==> config.mk <==
export PLATFORM = sky130hd
export DESIGN_NAME = hermes_packet_injector
export DESIGN_NICKNAME = d
export VERILOG_FILES = /design/src/rtl/hermes_packet_injector.sv
export SDC_FILE = /design/constraint.sdc
export NUM_CORES = 1
export LEC_CHECK = 0
export ABC_AREA = 1
export BUFFER_PORTS_ARGS = -buffer_cell sky130_fd_sc_hd__clkbuf_2
export CAP_MARGIN = 20
export CORE_AREA = 5 5 112 82
export DETAILED_ROUTE_END_ITERATION = 8
export DIE_AREA = 0 0 117 87
export PLACE_DENSITY = 0.75
export SLEW_MARGIN = 30
export SYNTH_ARGS = -nofsm -noshare
export SYNTH_HDL_FRONTEND = slang
export SYNTH_SLANG_ARGS = --single-unit
==> constraint.sdc <==
create_clock -name clk_i -period 1.7 [get_ports clk_i]
set_input_delay 0.255 -clock clk_i [delete_from_list [all_inputs] [get_ports clk_i]]
set_output_delay 0.255 -clock clk_i [all_outputs]
set_load 0.05 [all_outputs]
==> src/rtl/hermes_packet_injector.sv <==
// Hermes router local-port packet source: header, size and payload flits under credit flow control.
// Optional statistics counters are enabled by defining HERMES_INJECTOR_STATS_EN.
`timescale 1ns/1ps
module hermes_packet_injector #(
    parameter int unsigned FLIT_SIZE = 32
) (
    input  logic                 clk_i,
    input  logic                 rst_ni,
    input  logic                 pkt_valid_i,
    output logic                 pkt_ready_o,
    input  logic [15:0]          pkt_target_i,
    input  logic [15:0]          pkt_size_i,
    input  logic                 pl_valid_i,
    output logic                 pl_ready_o,
    input  logic [FLIT_SIZE-1:0] pl_data_i,
    output logic                 tx_o,
    input  logic                 credit_i,
    output logic [FLIT_SIZE-1:0] data_o,
    output logic                 busy_o,
    output logic                 done_o
`ifdef HERMES_INJECTOR_STATS_EN
    ,
    output logic [31:0]          pkt_cnt_o,
    output logic [31:0]          flit_cnt_o,
    output logic [31:0]          stall_cnt_o
`endif
);

    typedef enum logic [1:0] {
        S_IDLE,
        S_SIZE,
        S_PAYLOAD,
        S_DRAIN
    } state_e;

    state_e               state_q, state_d;
    logic                 tx_q, tx_d;
    logic [FLIT_SIZE-1:0] data_q, data_d;
    logic                 done_q, done_d;
    logic [15:0]          size_q, size_d;
    logic [15:0]          rem_q, rem_d;
    logic                 out_free;
    logic                 xfer;

    assign xfer        = tx_q && credit_i;
    assign out_free    = !tx_q || credit_i;
    assign pkt_ready_o = (state_q == S_IDLE);
    assign pl_ready_o  = (state_q == S_PAYLOAD) && out_free;
    assign tx_o        = tx_q;
    assign data_o      = data_q;
    assign done_o      = done_q;
    assign busy_o      = (state_q != S_IDLE);

    always_comb begin
        state_d = state_q;
        data_d  = data_q;
        size_d  = size_q;
        rem_d   = rem_q;
        done_d  = 1'b0;
        // A transferred flit frees the slot; any load below re-asserts tx.
        tx_d    = xfer ? 1'b0 : tx_q;
        unique case (state_q)
            S_IDLE: begin
                if (pkt_valid_i) begin
                    data_d  = {{(FLIT_SIZE-16){1'b0}}, pkt_target_i};
                    tx_d    = 1'b1;
                    size_d  = pkt_size_i;
                    state_d = S_SIZE;
                end
            end
            S_SIZE: begin
                if (out_free) begin
                    data_d  = {{(FLIT_SIZE-16){1'b0}}, size_q};
                    tx_d    = 1'b1;
                    rem_d   = size_q;
                    state_d = (size_q != 16'd0) ? S_PAYLOAD : S_DRAIN;
                end
            end
            S_PAYLOAD: begin
                if (pl_valid_i && out_free) begin
                    data_d = pl_data_i;
                    tx_d   = 1'b1;
                    rem_d  = rem_q - 16'd1;
                    if (rem_q == 16'd1) begin
                        state_d = S_DRAIN;
                    end
                end
            end
            S_DRAIN: begin
                if (xfer) begin
                    done_d  = 1'b1;
                    state_d = S_IDLE;
                end
            end
            default: state_d = S_IDLE;
        endcase
    end

    always_ff @(posedge clk_i or negedge rst_ni) begin
        if (!rst_ni) begin
            state_q <= S_IDLE;
            tx_q    <= 1'b0;
            data_q  <= '0;
            done_q  <= 1'b0;
            size_q  <= '0;
            rem_q   <= '0;
        end else begin
            state_q <= state_d;
            tx_q    <= tx_d;
            data_q  <= data_d;
            done_q  <= done_d;
            size_q  <= size_d;
            rem_q   <= rem_d;
        end
    end

`ifdef HERMES_INJECTOR_STATS_EN
    logic [31:0] pkt_cnt_q, flit_cnt_q, stall_cnt_q;

    always_ff @(posedge clk_i or negedge rst_ni) begin
        if (!rst_ni) begin
            pkt_cnt_q   <= '0;
            flit_cnt_q  <= '0;
            stall_cnt_q <= '0;
        end else begin
            if (done_q)           pkt_cnt_q   <= pkt_cnt_q + 32'd1;
            if (xfer)             flit_cnt_q  <= flit_cnt_q + 32'd1;
            if (tx_q && !credit_i) stall_cnt_q <= stall_cnt_q + 32'd1;
        end
    end

    assign pkt_cnt_o   = pkt_cnt_q;
    assign flit_cnt_o  = flit_cnt_q;
    assign stall_cnt_o = stall_cnt_q;
`endif

endmodule
# [After elaboration in Yosys (flattened, before gate mapping)]
# Cells that the tools add are included.
[totals] latch_bits=0 elab_cells=51 mem_bits_ro=0 register_bits=68 inputBits=69 out_inout_bits=37 ramBits=0 memories=0
[classes] eq_ne=9 n_reduce_logical=14 bitwise=0 n_addsub=1 shift=0 mux=21 magnitude_cmp=0 div=0 n_mul=0
[op_table] cell="$mux W32" count=3
[op_table] cell="$pmux W32 S3" count=1
[op_table] cell="$mux W16" count=2
[op_table] cell="$pmux W16 S2" count=1
[op_table] cell="$eq A16 B1 Y1 const B" count=1
[op_table] cell="$reduce_bool A16 Y1" count=1
[op_table] cell="$sub A16 B1 Y16 const B" count=1
[op_table] cell="$mux W2" count=5
[op_table] cell="$pmux W2 S4" count=1
[op_table] cell="$mux W1" count=7
[op_table] cell="$ne A2 B2 Y1 const B" count=3
[op_table] cell="$reduce_and A5 Y1" count=1
[op_table] cell="$eq A2 B2 Y1 const B" count=2
[op_table] cell="$ne A2 B1 Y1 const B" count=2
[op_table] cell="$reduce_and A4 Y1" count=1
[op_table] cell="$reduce_bool A2 Y1" count=2
[op_table] cell="$logic_and A1 B1 Y1" count=3
[op_table] cell="$pmux W1 S3" count=1
[op_table] cell="$reduce_and A3 Y1" count=1
[op_table] cell="$reduce_bool A3 Y1" count=1
[op_table] cell="$eq A2 B1 Y1 const B" count=1
[op_table] cell="$logic_not A2 Y1" count=1
[op_table] cell="$reduce_and A2 Y1" count=1
[op_table] cell="$logic_not A1 Y1" count=1
[op_table] cell="$logic_or A1 B1 Y1" count=1

# [Logic depth before layout (Yosys ltp)]
# Gate-level depths: netlist of the first run.
[depth] depth_word=5 mapped_depth=12 mapped_depth_nobuf=10

# [Least setup slack after synthesis of the first run]
# Ideal clock, no wire load.
[synth_timing] path_type="register to register" from="register state_q[0]" to="register data_q[13] (netlist: data_o[13])" arrival_time_ns=2.163 stages_incl_launch_ff=10 slack_ns=-0.587 path_buffers=1 setup_time_ns=0.124 required_time_ns=1.576 cell_sequence="dfrtp_1 > inv_1 > ha_1 > inv_1 > or2_1 > nand3_4 > inv_2 > buf_6 > o211ai_1 > nand2_1"
[synth_between] elab_chain_len=3
[synth_rtl] element="start, declared" line_no="36" source="state_e state_q, state_d;"
[synth_rtl] element="start signal, assigned" line_no="108" source="state_q <= state_d;"
[synth_rtl] element="$logic_not A2 Y1 *"
[synth_rtl] element="net pkt_ready_o" line_no="10" source="output logic pkt_ready_o,"
[synth_rtl] element="$ne A2 B2 Y1 (no source line) / $reduce_bool A3 Y1 (equally long branches)"
[synth_rtl] element="$reduce_and A4 Y1 (no source line)"
[synth_rtl] element="end signal, assigned" line_no="110" source="data_q <= data_d;"
[synth_rtl] element="end, declared" line_no="38" source="logic [FLIT_SIZE-1:0] data_q, data_d;"
# Mark *: on every way through the listed nets, which the timed path passes. The rest lies on a longest branch.
# A chain may end at the register's enable or synchronous reset.

# [Worst setup path after layout of the first run]
[layout_timing] from="register state_q[0]" to="output port pl_ready_o"
[layout_between] elab_chain_len=2
[layout_rtl] element="$eq A2 B2 Y1" line_no="48" source="assign pl_ready_o = (state_q == S_PAYLOAD) && out_free;"
[layout_rtl] element="$logic_and A1 B1 Y1" line_no="48"
[layout_rtl] element="end, declared" line_no="14" source="output logic pl_ready_o,"
# No other way between the ends.

==> results of run 1 <==
==> cell usage in the layout, fill, tap and decap left out, types with 3 or more instances in the layout <==
cell type  count
a21oi_1       19
buf_12         5
buf_4          6
bufinv_16      3
clkbuf_16      9
clkbuf_2     103
dfrtp_1       67
ha_1           4
inv_1         25
inv_2          4
mux2_2        12
nand2_1      180
nand2_4        3
nand3_1       36
nor2_1        41
o211ai_1      17
o21ai_0       29
==> cell families after synthesis <==
logic type,share of synthesized area [%]
AOI/OAI and AO/OA,10.7
adders and majority gates,2.04
buffers and inverters,6.74
and+or+nand+nor,30.5
muxes,3.68
DFF,46.3
==> power breakdown <==
| part | internal, mW | total (mW) | switching (mW) |
|---|---|---|---|
| Combinational | 2.13 | 6.78 | 4.65 |
| Sequential | 2.48 | 3.14 | 0.660 |
| Clock | 1.43 | 2.13 | 0.696 |
| Total | 6.04 | 12.1 | 6.01 |
==> through the flow <==
| step | utilization [%] | cell area [um^2] | setup slack [ns] | setup TNS, ns | std cells |
|---|---|---|---|---|---|
| finish | 58.6 | 4760 | 0.0571 | 0 | 696 |
| global route | 58.6 | 4760 | -0.00299 | -0.00299 | 696 |
| CTS | 58.4 | 4740 | 0.0355 | 0 | 695 |
| detailed placement | 53.9 | 4380 | 0.0476 | 0 | 678 |
| global placement | 53.9 | 4380 | 0.109 | 0 | 678 |
| floorplan | - | 3710 | -0.197 | -5.46 | 480 |
==> final cells by class <==
class | count | area (um^2)
fillers | 743 | 3360
multi-input cells | 358 | 1780
flip-flops and latches | 68 | 1700
repair buffers | 116 | 676
clock buffers | 10 | 229
well taps | 105 | 131
inverters | 32 | 129
clock inverters | 6 | 113
repair inverters | 1 | 7.51
==> critical path, delay by kind of cell (launching register included) <==
family,cells,cell delay (ns)
flip-flops,1,0.38
buffers and inverters,3,0.32
adder cells (fa/ha/maj),1,0.19
AO/OA/AOI/OAI,1,0.17
==> flip-flops by register name (all words and copies together) (netlist names) <==
| signal | flops |
|---|---|
| rem_q | 16 |
| size_q | 16 |
| tx_o | 1 |
| done_o | 1 |
| data_o | 32 |
| state_q | 2 |
==> worst min-delay path by stage <==
stage | from | endpoint | slack, ns | cells after the start
floorplan | rst_ni | data_o[0]$_DFFE_PN0P_ | -0.04 | 0
global placement | rst_ni | data_o[26]$_DFFE_PN0P_ | 0.31 | 2
detailed placement | rst_ni | data_o[27]$_DFFE_PN0P_ | 0.31 | 2
CTS | pkt_size_i[4] | size_q[4]$_DFFE_PN0P_ | 0.15 | 2
global route | pkt_size_i[9] | size_q[9]$_DFFE_PN0P_ | 0.16 | 2
finish | pkt_size_i[0] | size_q[0]$_DFFE_PN0P_ | 0.16 | 2
==> metal layers <==
layer  track usage [%]  part of all wire (%)
met2              33.3                    46
met1              28.9                    43
met4              4.17                  0.75
met3              5.97                    10
met5                 0                     0
==> repair_timing <==
item,CTS,global route
hold buffers,1,0
endpoints found under the setup margin,1,34
gates resized for setup,1,5
hold endpoints to repair,68,0
cloned,0,1
==> summary.md, run 1 <==
| Metric | Value |
|---|---|
| Worst hold slack | `0.159 ns` |
| Reg2reg start | `state_q[1]$_DFFE_PN0P_` |
| Share of cells above drive strength 1 | `28.1%` |
| Seq/Total Area, Yosys | `46.3%` |
| CP Launch Type | `register` |
| Max-slew violation count | `0` |
| Critical setup path kind | `reg2out` |
| Final Cycle Share | `96.6%` |
| Post-synth cell types | `25` |
| Clk slew on worst S/H paths | `0.06 ns` |
| Number of global-route vias before repair | `3622` |
| Crit-path max cell delay | `0.38 ns` |
| Crit-path cells | `inv_2 > ha_4 > inv_4 > a21oi_4 > buf_12` |
| Post-Syn Instances | `480` |
| Setup fix buffers added after clock tree synthesis | `0` |
| Site Rows | `28` |
| Initial DRC Count | `362` |
| Synth area leader | `dfrtp_1` |
| Die Height | `87 um` |
| Overall power | `12.1 mW` |
| RSZ-0062 raised after global routing | `yes` |
| Die Area | `10200 um^2` |
| Cells taking the most area after synthesis | `dfrtp_1 (46%), nand2_1 (18%), nand3_1 (5.0%)` |
| CP Launch Point | `state_q[0]$_DFFE_PN0P_` |
| IO Count | `106` |
| Avg Inst Size Synth | `7.66 um^2` |
| Seq cells post-synth | `68` |
| Core area | `8130 um^2` |
| Worst slew pin tran | `0.400 ns` |
| HP Class | `in2reg` |
| CP arrival | `1.39 ns` |
| Port bufs | `105` |
| Synth Cell Area | `3670 um^2` |
| CTS Buf Count | `9` |
| Power per Cell Area | `2530 nW/um^2` |
| Max cap viols | `0` |
| VDD IR max | `0.00172 V` |
| Sink Count | `68` |
| Hold Violations, Final | `0` |
| WL/cell | `14.7 um` |
| Period minus WS final | `1.64 ns` |
| Syn nets | `555` |
| CTS root buf | `clkbuf_16` |
| Worst rel slew slack | `73.3%` |
| Top post-synthesis cells by count | `nand2_1 (180), dfrtp_1 (68), nor2_1 (42), nand3_1 (37), o21ai_0 (29)` |
| Detailed-router iteration count before antenna repair | `5` |
| Global-route wire length before repair | `16.9 mm` |
| CTS Buffer Depth | `2` |
| GR Overflow Total | `0` |
| Starting Density | `45.2%` |
| Vias per Instance | `5.27` |
| Worst-Skew Late Latency | `0.33 ns` |
| Slowest library cell on the worst path | `dfrtp_1` |
| Layout Nets | `661` |
| CP endpoint kind | `output pin` |
| Post-route DRC | `0` |
| Reg2reg setup slack | `0.08 ns` |
| R2r worst-path depth | `8` |
| RD Place Congestion | `0.889` |
| CTS tree | `done` |
| End of the critical path | `pl_ready_o` |
| RR Endpoint | `data_o[4]$_DFFE_PN0P_` |
| Async S/R FF share, synth | `100%` |
| Die W | `117 um` |
| Antenna Cells | `0` |
| H-tree lvl count | `3` |
| Static Leak | `2.41 nW` |
| Synth-to-layout area growth | `29.7%` |
| Post-DP HPWL | `7.45 mm` |
| Post-synth top area share | `46.3%` |
| Status | `complete, no violations` |
| Post-synth top flop | `dfrtp_1` |
| Antenna-violating nets left | `0` |
| Clock skew | `0.00784 ns` |
| F_max | `0.609 GHz` |
| Final WL | `10.3 mm` |
| Most common cell in the netlist | `nand2_1` |
| Number of synthesis warnings | `0` |
| Critical path peak fanout | `4` |
| Initial antenna violation count | `0` |
| Vias | `3671` |
| Pin count of the biggest net entering global routing | `69` |
| Critical Path RT | `1.44 ns` |
| Final setup fails | `0` |
| GRT Total Usage | `21.0%` |
| EDFF count, synth | `0` |
Note: power is estimated with default switching activity, not from simulation.
==> run 2, diff against run 1 <==
--- a/config.mk
+++ b/config.mk
@@ -8,10 +8,11 @@
 export ABC_AREA = 1
 export BUFFER_PORTS_ARGS = -buffer_cell sky130_fd_sc_hd__clkbuf_2
 export CAP_MARGIN = 20
-export CORE_AREA = 5 5 112 82
+export CORE_AREA = 2 2 109 79
 export DETAILED_ROUTE_END_ITERATION = 8
-export DIE_AREA = 0 0 117 87
+export DIE_AREA = 0 0 111 81
 export PLACE_DENSITY = 0.75
+export REMOVE_ABC_BUFFERS = 1
 export SLEW_MARGIN = 30
 export SYNTH_ARGS = -nofsm -noshare
 export SYNTH_HDL_FRONTEND = slang
==> run 2 against run 1 <==
Clock power is 20% lower. Sequential share of layout area is 0.066 points higher. Critical endpoint unchanged. Non-clock buffer count is 6 higher. Register-to-register slack hardly changed. First-iteration DRC count is 9.7% lower. Largest power group unchanged. Setup slack worse by 0.012 ns. Count of clock-buffer cells in the layout is 3 higher. Largest cell class unchanged. Core utilization is 0.15 points higher. Highest routed layer unchanged.
==> summary.md, run 2 (synthesis results as in run 1) <==
| Metric | Value |
|---|---|
| Clk slew on worst S/H paths | `0.06 ns` |
| Core area | `8090 um^2` |
| GR Overflow Total | `0` |
| Reg2reg start | `state_q[0]$_DFFE_PN0P_` |
| Commonest non-fill, non-tap cell in the layout | `nand2_1` |
| Final WL | `10.1 mm` |
| Static Leak | `2.42 nW` |
| R2r worst-path depth | `9` |
| Period minus WS final | `1.65 ns` |
| Site Rows | `28` |
| VDD IR max | `0.00133 V` |
| RR Endpoint | `data_o[22]$_DFFE_PN0P_` |
| H-tree lvl count | `3` |
| Start point of the worst min-delay path | `pkt_size_i[1]` |
| RD Place Congestion | `0.943` |
| WL/cell | `14.4 um` |
| Antenna-violating nets left | `0` |
| Critical path peak fanout | `4` |
| Final Cycle Share | `97.3%` |
| Die W | `111 um` |
| Clock skew | `0.00776 ns` |
| Vias per Instance | `5.17` |
| IO Count | `106` |
| CP arrival | `1.40 ns` |
| Most frequent cells in the layout | `nand2_1 (180), clkbuf_2 (101), dfrtp_1 (67)` |
| Max cap viols | `0` |
| Layout Nets | `667` |
| F_max | `0.604 GHz` |
| CP Launch Type | `register` |
| Worst rel slew slack | `74.8%` |
| Reg2reg setup slack | `0.07 ns` |
| CTS tree | `done` |
| Hold Violations, Final | `0` |
| Synth-to-layout area growth | `29.4%` |
| RSZ-0062 raised after global routing | `yes` |
| Initial DRC Count | `327` |
| Antenna Cells | `0` |
| Fin Setup TNS | `0 ns` |
| Max-slew violation count | `0` |
| Worst slew pin tran | `0.378 ns` |
| Critical Path RT | `1.44 ns` |
| Vias | `3624` |
| CP endpoint kind | `output pin` |
| Max FFs per register | `32` |
| HP Class | `in2reg` |
| CP Launch Point | `state_q[0]$_DFFE_PN0P_` |
| Pin count of the biggest net entering global routing | `69` |
| Final setup fails | `0` |
| Port bufs | `105` |
| Status | `complete, no violations` |
| Number of global-route vias before repair | `3495` |
| Share of cells above drive strength 1 | `28.5%` |
| Post-route DRC | `0` |
| CTS root buf | `clkbuf_16` |
| Worst-Skew Late Latency | `0.33 ns` |
| CTS Buffer Depth | `2` |
| Detailed-router iteration count before antenna repair | `5` |
| Post-DP HPWL | `7.14 mm` |
| Die Area | `8990 um^2` |
| Sink Count | `68` |
| Die Height | `81 um` |
| End of the critical path | `pl_ready_o` |
| Power per Cell Area | `2480 nW/um^2` |
| Critical setup path kind | `reg2out` |
| Overall power | `11.8 mW` |
| Initial antenna violation count | `0` |
| Starting Density | `45.4%` |
| Global-route wire length before repair | `16.7 mm` |
| CTS Buf Count | `9` |
| GRT Total Usage | `23.2%` |
## run 2: layout make-up
cell class / instances / area (um^2)
Clock inverter: 2 / 10.0
Clock buffer: 13 / 260
Timing Repair Buffer: 122 / 744
Sequential cell: 68 / 1700
Fill cell: 723 / 3340
Multi-Input combinational cell: 359 / 1780
Tap cell: 105 / 131
Inverter: 32 / 128
## run 2: what timing repair did
item | CTS | global route
gates cloned | 0 | 1
endpoints found under the hold margin | 68 | 0
pin swaps | 0 | 1
resized for setup | 7 | 14
buffers inserted | 0 | 2
hold buffers | 1 | 0
setup endpoints to repair | 19 | 53
## run 2: worst min-delay path by stage
| stage | endpoint | slack, ns | cells after the start |
|---|---|---|---|
| after floorplan | data_o[0]$_DFFE_PN0P_ | -0.04 | 0 |
| after global placement | rem_q[12]$_DFFE_PN0P_ | 0.31 | 2 |
| after detailed placement | data_o[11]$_DFFE_PN0P_ | 0.31 | 2 |
| after CTS | size_q[13]$_DFFE_PN0P_ | 0.15 | 2 |
| after global routing | size_q[9]$_DFFE_PN0P_ | 0.15 | 2 |
| final | size_q[1]$_DFFE_PN0P_ | 0.15 | 2 |
## run 2: power breakdown
group          leakage, nW  internal, mW  total (mW)  switching (mW)
combinational         1.45          2.27        6.96            4.69
sequential           0.836          2.48        3.13           0.648
clock                0.135          1.05        1.71           0.656
## run 2: through the flow
stage                     setup WS [ns]  instance area (um^2)  util, %  hold slack [ns]  std cells
after floorplan                   -1.38                  3550        -          -0.0406        458
after global placement           0.0727                  4400     54.4            0.310        683
after detailed placement        -0.0569                  4400     54.4            0.310        683
after CTS                      -0.00621                  4710     58.2            0.146        699
after global routing           -0.00998                  4760     58.8            0.152        701
final                            0.0453                  4760     58.8            0.154        701
## run 2: routing by layer
metal | GRT usage (%) | wire length (um) | vias up
met3 | 5.52 | 830 | 17
li1 | - | - | 1770
met1 | 32.5 | 4680 | 1678
met2 | 36.4 | 4440 | 159
met5 | 0 | 0 | -
met4 | 6.25 | 121 | 0
## run 2: critical path, cell delays in order (launching register included)
cell     delay (ns)
dfrtp_1        0.40
inv_2          0.10
ha_4           0.18
inv_4          0.06
a21oi_4        0.16
buf_12         0.16
==> run 3, diff against run 2 <==
--- a/config.mk
+++ b/config.mk
@@ -8,9 +8,9 @@
 export ABC_AREA = 1
 export BUFFER_PORTS_ARGS = -buffer_cell sky130_fd_sc_hd__clkbuf_2
 export CAP_MARGIN = 20
-export CORE_AREA = 2 2 109 79
+export CORE_AREA = 2 2 92 94
 export DETAILED_ROUTE_END_ITERATION = 8
-export DIE_AREA = 0 0 111 81
+export DIE_AREA = 0 0 94 96
 export PLACE_DENSITY = 0.75
 export REMOVE_ABC_BUFFERS = 1
 export SLEW_MARGIN = 30
==> run 3 against run 2 <==
Via count increased by 1.3%. Register-to-register slack lost 0.06 ns. Cell count increased by 0.86%. Core utilization up 0.94 points. Global-route usage decreased by 1.0 points. Worst hold slack got worse by 0.022 ns. Die area increased by 0.37%. Non-clock buffer count grew 5. Sequential power is essentially flat. Critical path type is now reg2reg.
==> summary.md, run 3 (synthesis results as in run 1) <==
| Metric | Value |
|---|---|
| Status | `complete, no violations` |
| Critical Path RT | `1.93 ns` |
| Met1 WL | `4.53 mm` |
| Setup slack at placement | `0.00143 ns` |
| Clock skew | `0.00635 ns` |
| Share of cells above drive strength 1 | `29.7%` |
| Clk pwr share | `12.3%` |
| Die Height | `96 um` |
| GRT Total Usage | `22.1%` |
| Worst-Skew Late Latency | `0.34 ns` |
| Sink Count | `68` |
| Fraction of power consumed by combinational cells | `61.4%` |
| Critical path peak fanout | `21` |
| DP Area | `4390 um^2` |
| Initial antenna violation count | `0` |
| Core area | `8050 um^2` |
| Critical setup path kind | `reg2reg` |
| CTS tree | `done` |
| Die Area | `9020 um^2` |
| Starting Density | `45.6%` |
| RD Place Congestion | `0.934` |
| WL/cell | `14.5 um` |
| Final WL | `10.3 mm` |
| Reg power frac | `26.3%` |
| Static Leak | `2.44 nW` |
| Detailed-router iteration count before antenna repair | `5` |
| Layout Nets | `672` |
| VDD IR max | `0.00158 V` |
| Sw power | `6.14 mW` |
| CP Launch Type | `register` |
| Die W | `94 um` |
| RSZ-0062 raised after global routing | `yes` |
| Final worst slack | `0.00939 ns` |
| Power per Cell Area | `2490 nW/um^2` |
| Int Pwr | `5.83 mW` |
| IO Count | `106` |
| Max FFs per register | `32` |
| CTS Buf Count | `9` |
| H-tree lvl count | `3` |
| WHS Endpoint | `data_o[27]$_DFFE_PN0P_` |
| Highest Signal Layer | `met4` |
| Crit-path max cell delay | `0.45 ns` |
| Clk slew on worst S/H paths | `0.08 ns` |
| Final Cycle Share | `99.4%` |
| Initial DRC Count | `191` |
| F_max | `0.592 GHz` |
| CP most frequent cell | `nand2_4` |
| Post-DP HPWL | `7.18 mm` |
| Worst hold path stage count | `3` |
| Post-route DRC | `0` |
| Number of global-route vias before repair | `3436` |
| Worst rel slew slack | `64.1%` |
| Worst slew pin tran | `0.538 ns` |
| Sw Ratio | `51.3%` |
| Antenna Cells | `0` |
| Commonest non-fill, non-tap cell in the layout | `nand2_1` |
| Met3 Wirelength | `539 um` |
| Global-route wire length before repair | `15.5 mm` |
| Final setup fails | `0` |
| Reg2reg setup slack | `0.009 ns` |
| GR Overflow Total | `0` |
| RR Endpoint | `data_o[23]$_DFFE_PN0P_` |
| Period minus WS final | `1.69 ns` |
| Vias | `3670` |
| Reg2reg start | `state_q[1]$_DFFE_PN0P_` |
| Vias per Instance | `5.19` |
| Most frequent cells in the layout | `nand2_1 (175), clkbuf_2 (101), dfrtp_1 (67)` |
| Crit-path cells | `ha_4 > buf_4 > nand2_4 > nand2_4 > nand2_4 > nand3_4 > clkbuf_16 > nand2_1 > o21ai_0` |
| Met2 WL | `5.05 mm` |
| CP arrival | `1.92 ns` |
| Pin count of the biggest net entering global routing | `50` |
| Start point of the worst min-delay path | `pl_data_i[27]` |
| Synth-to-layout area growth | `30.8%` |
| Hold Violations, Final | `0` |
| CP endpoint kind | `register` |
| Max cap viols | `0` |
| Slowest library cell on the worst path | `dfrtp_2` |
| CTS Buffer Depth | `2` |
| HP Class | `in2reg` |
| Max-slew violation count | `0` |
| R2r worst-path depth | `9` |
| Port bufs | `105` |
| Antenna-violating nets left | `0` |
| Fin area | `4810 um^2` |
| CTS root buf | `clkbuf_8` |
| Site Rows | `33` |
run 3: power by group through the flow:
stage | logic (mW) | registers [mW] | clock network [mW]
floorplan | 3.33 | 4.39 | 0
global placement | 6.47 | 3.09 | 0
detailed placement | 6.64 | 3.12 | 0
CTS | 6.76 | 3.12 | 1.49
global route | 8.00 | 3.23 | 1.55
finish | 7.34 | 3.15 | 1.47
run 3: final cells by class:
type,count,area [um^2]
inverter,32,130
sequential,68,1700
timing repair buffer,127,832
multi-input combinational,359,1790
clock buffer,10,128
clock inverter,6,88.8
fill,759,3240
tap,105,131
run 3: how the worst max path moves through the flow:
stage / from / end / slack [ns] / depth (start not counted)
finish: state_q[1]$_DFFE_PN0P_ / data_o[23]$_DFFE_PN0P_ / 0.009 / 9
detailed placement: state_q[0]$_DFFE_PN0P_ / rem_q[1]$_DFFE_PN0P_ / 0.001 / 8
CTS: state_q[0]$_DFFE_PN0P_ / pl_ready_o / 0.008 / 6
global placement: state_q[0]$_DFFE_PN0P_ / rem_q[1]$_DFFE_PN0P_ / 0.07 / 8
global route: state_q[1]$_DFFE_PN0P_ / state_q[0]$_DFFE_PN0P_ / -0.04 / 10
floorplan: state_q[0]$_DFFE_PN0P_ / tx_o$_DFF_PN0_ / -1.38 / 8
run 3: timing repair:
action                                  CTS  global route
buffers inserted                          2             3
endpoints found under the hold margin    21             0
endpoints found under the setup margin    8            42
hold buffers                              1             0
resized for setup                         7            27
pin swaps                                 1             1
cloned                                    0             4
run 3: critical path: cells and delay by family, from the launching register on:
family	cells	cell delay [ns]
adder cells (fa/ha/maj)	1	0.19
buffers and inverters	2	0.38
AO/OA/AOI/OAI	1	0.08
flip-flops	1	0.45
AND/OR/NAND/NOR	5	0.47
run 3: metal layers:
layer / vias up / global-route usage (%)
met4: 0 / 8.82
met5: - / 0
li1: 1792 / -
met2: 131 / 37.9
met3: 15 / 2.98
met1: 1732 / 28.5
run 3: stage by stage:
step	power [mW]	util [%]	setup TNS [ns]	hold WS, ns	instances
5_1_grt	12.8	59.7	-0.325	0.126	707
4_1_cts	11.4	57.9	0	0.127	701
6_report	12.0	59.7	0	0.132	707
2_1_floorplan	7.72	-	-49.49	-0.0406	458
3_3_place_gp	9.56	54.5	0	0.268	682
3_5_place_dp	9.77	54.5	0	0.269	682
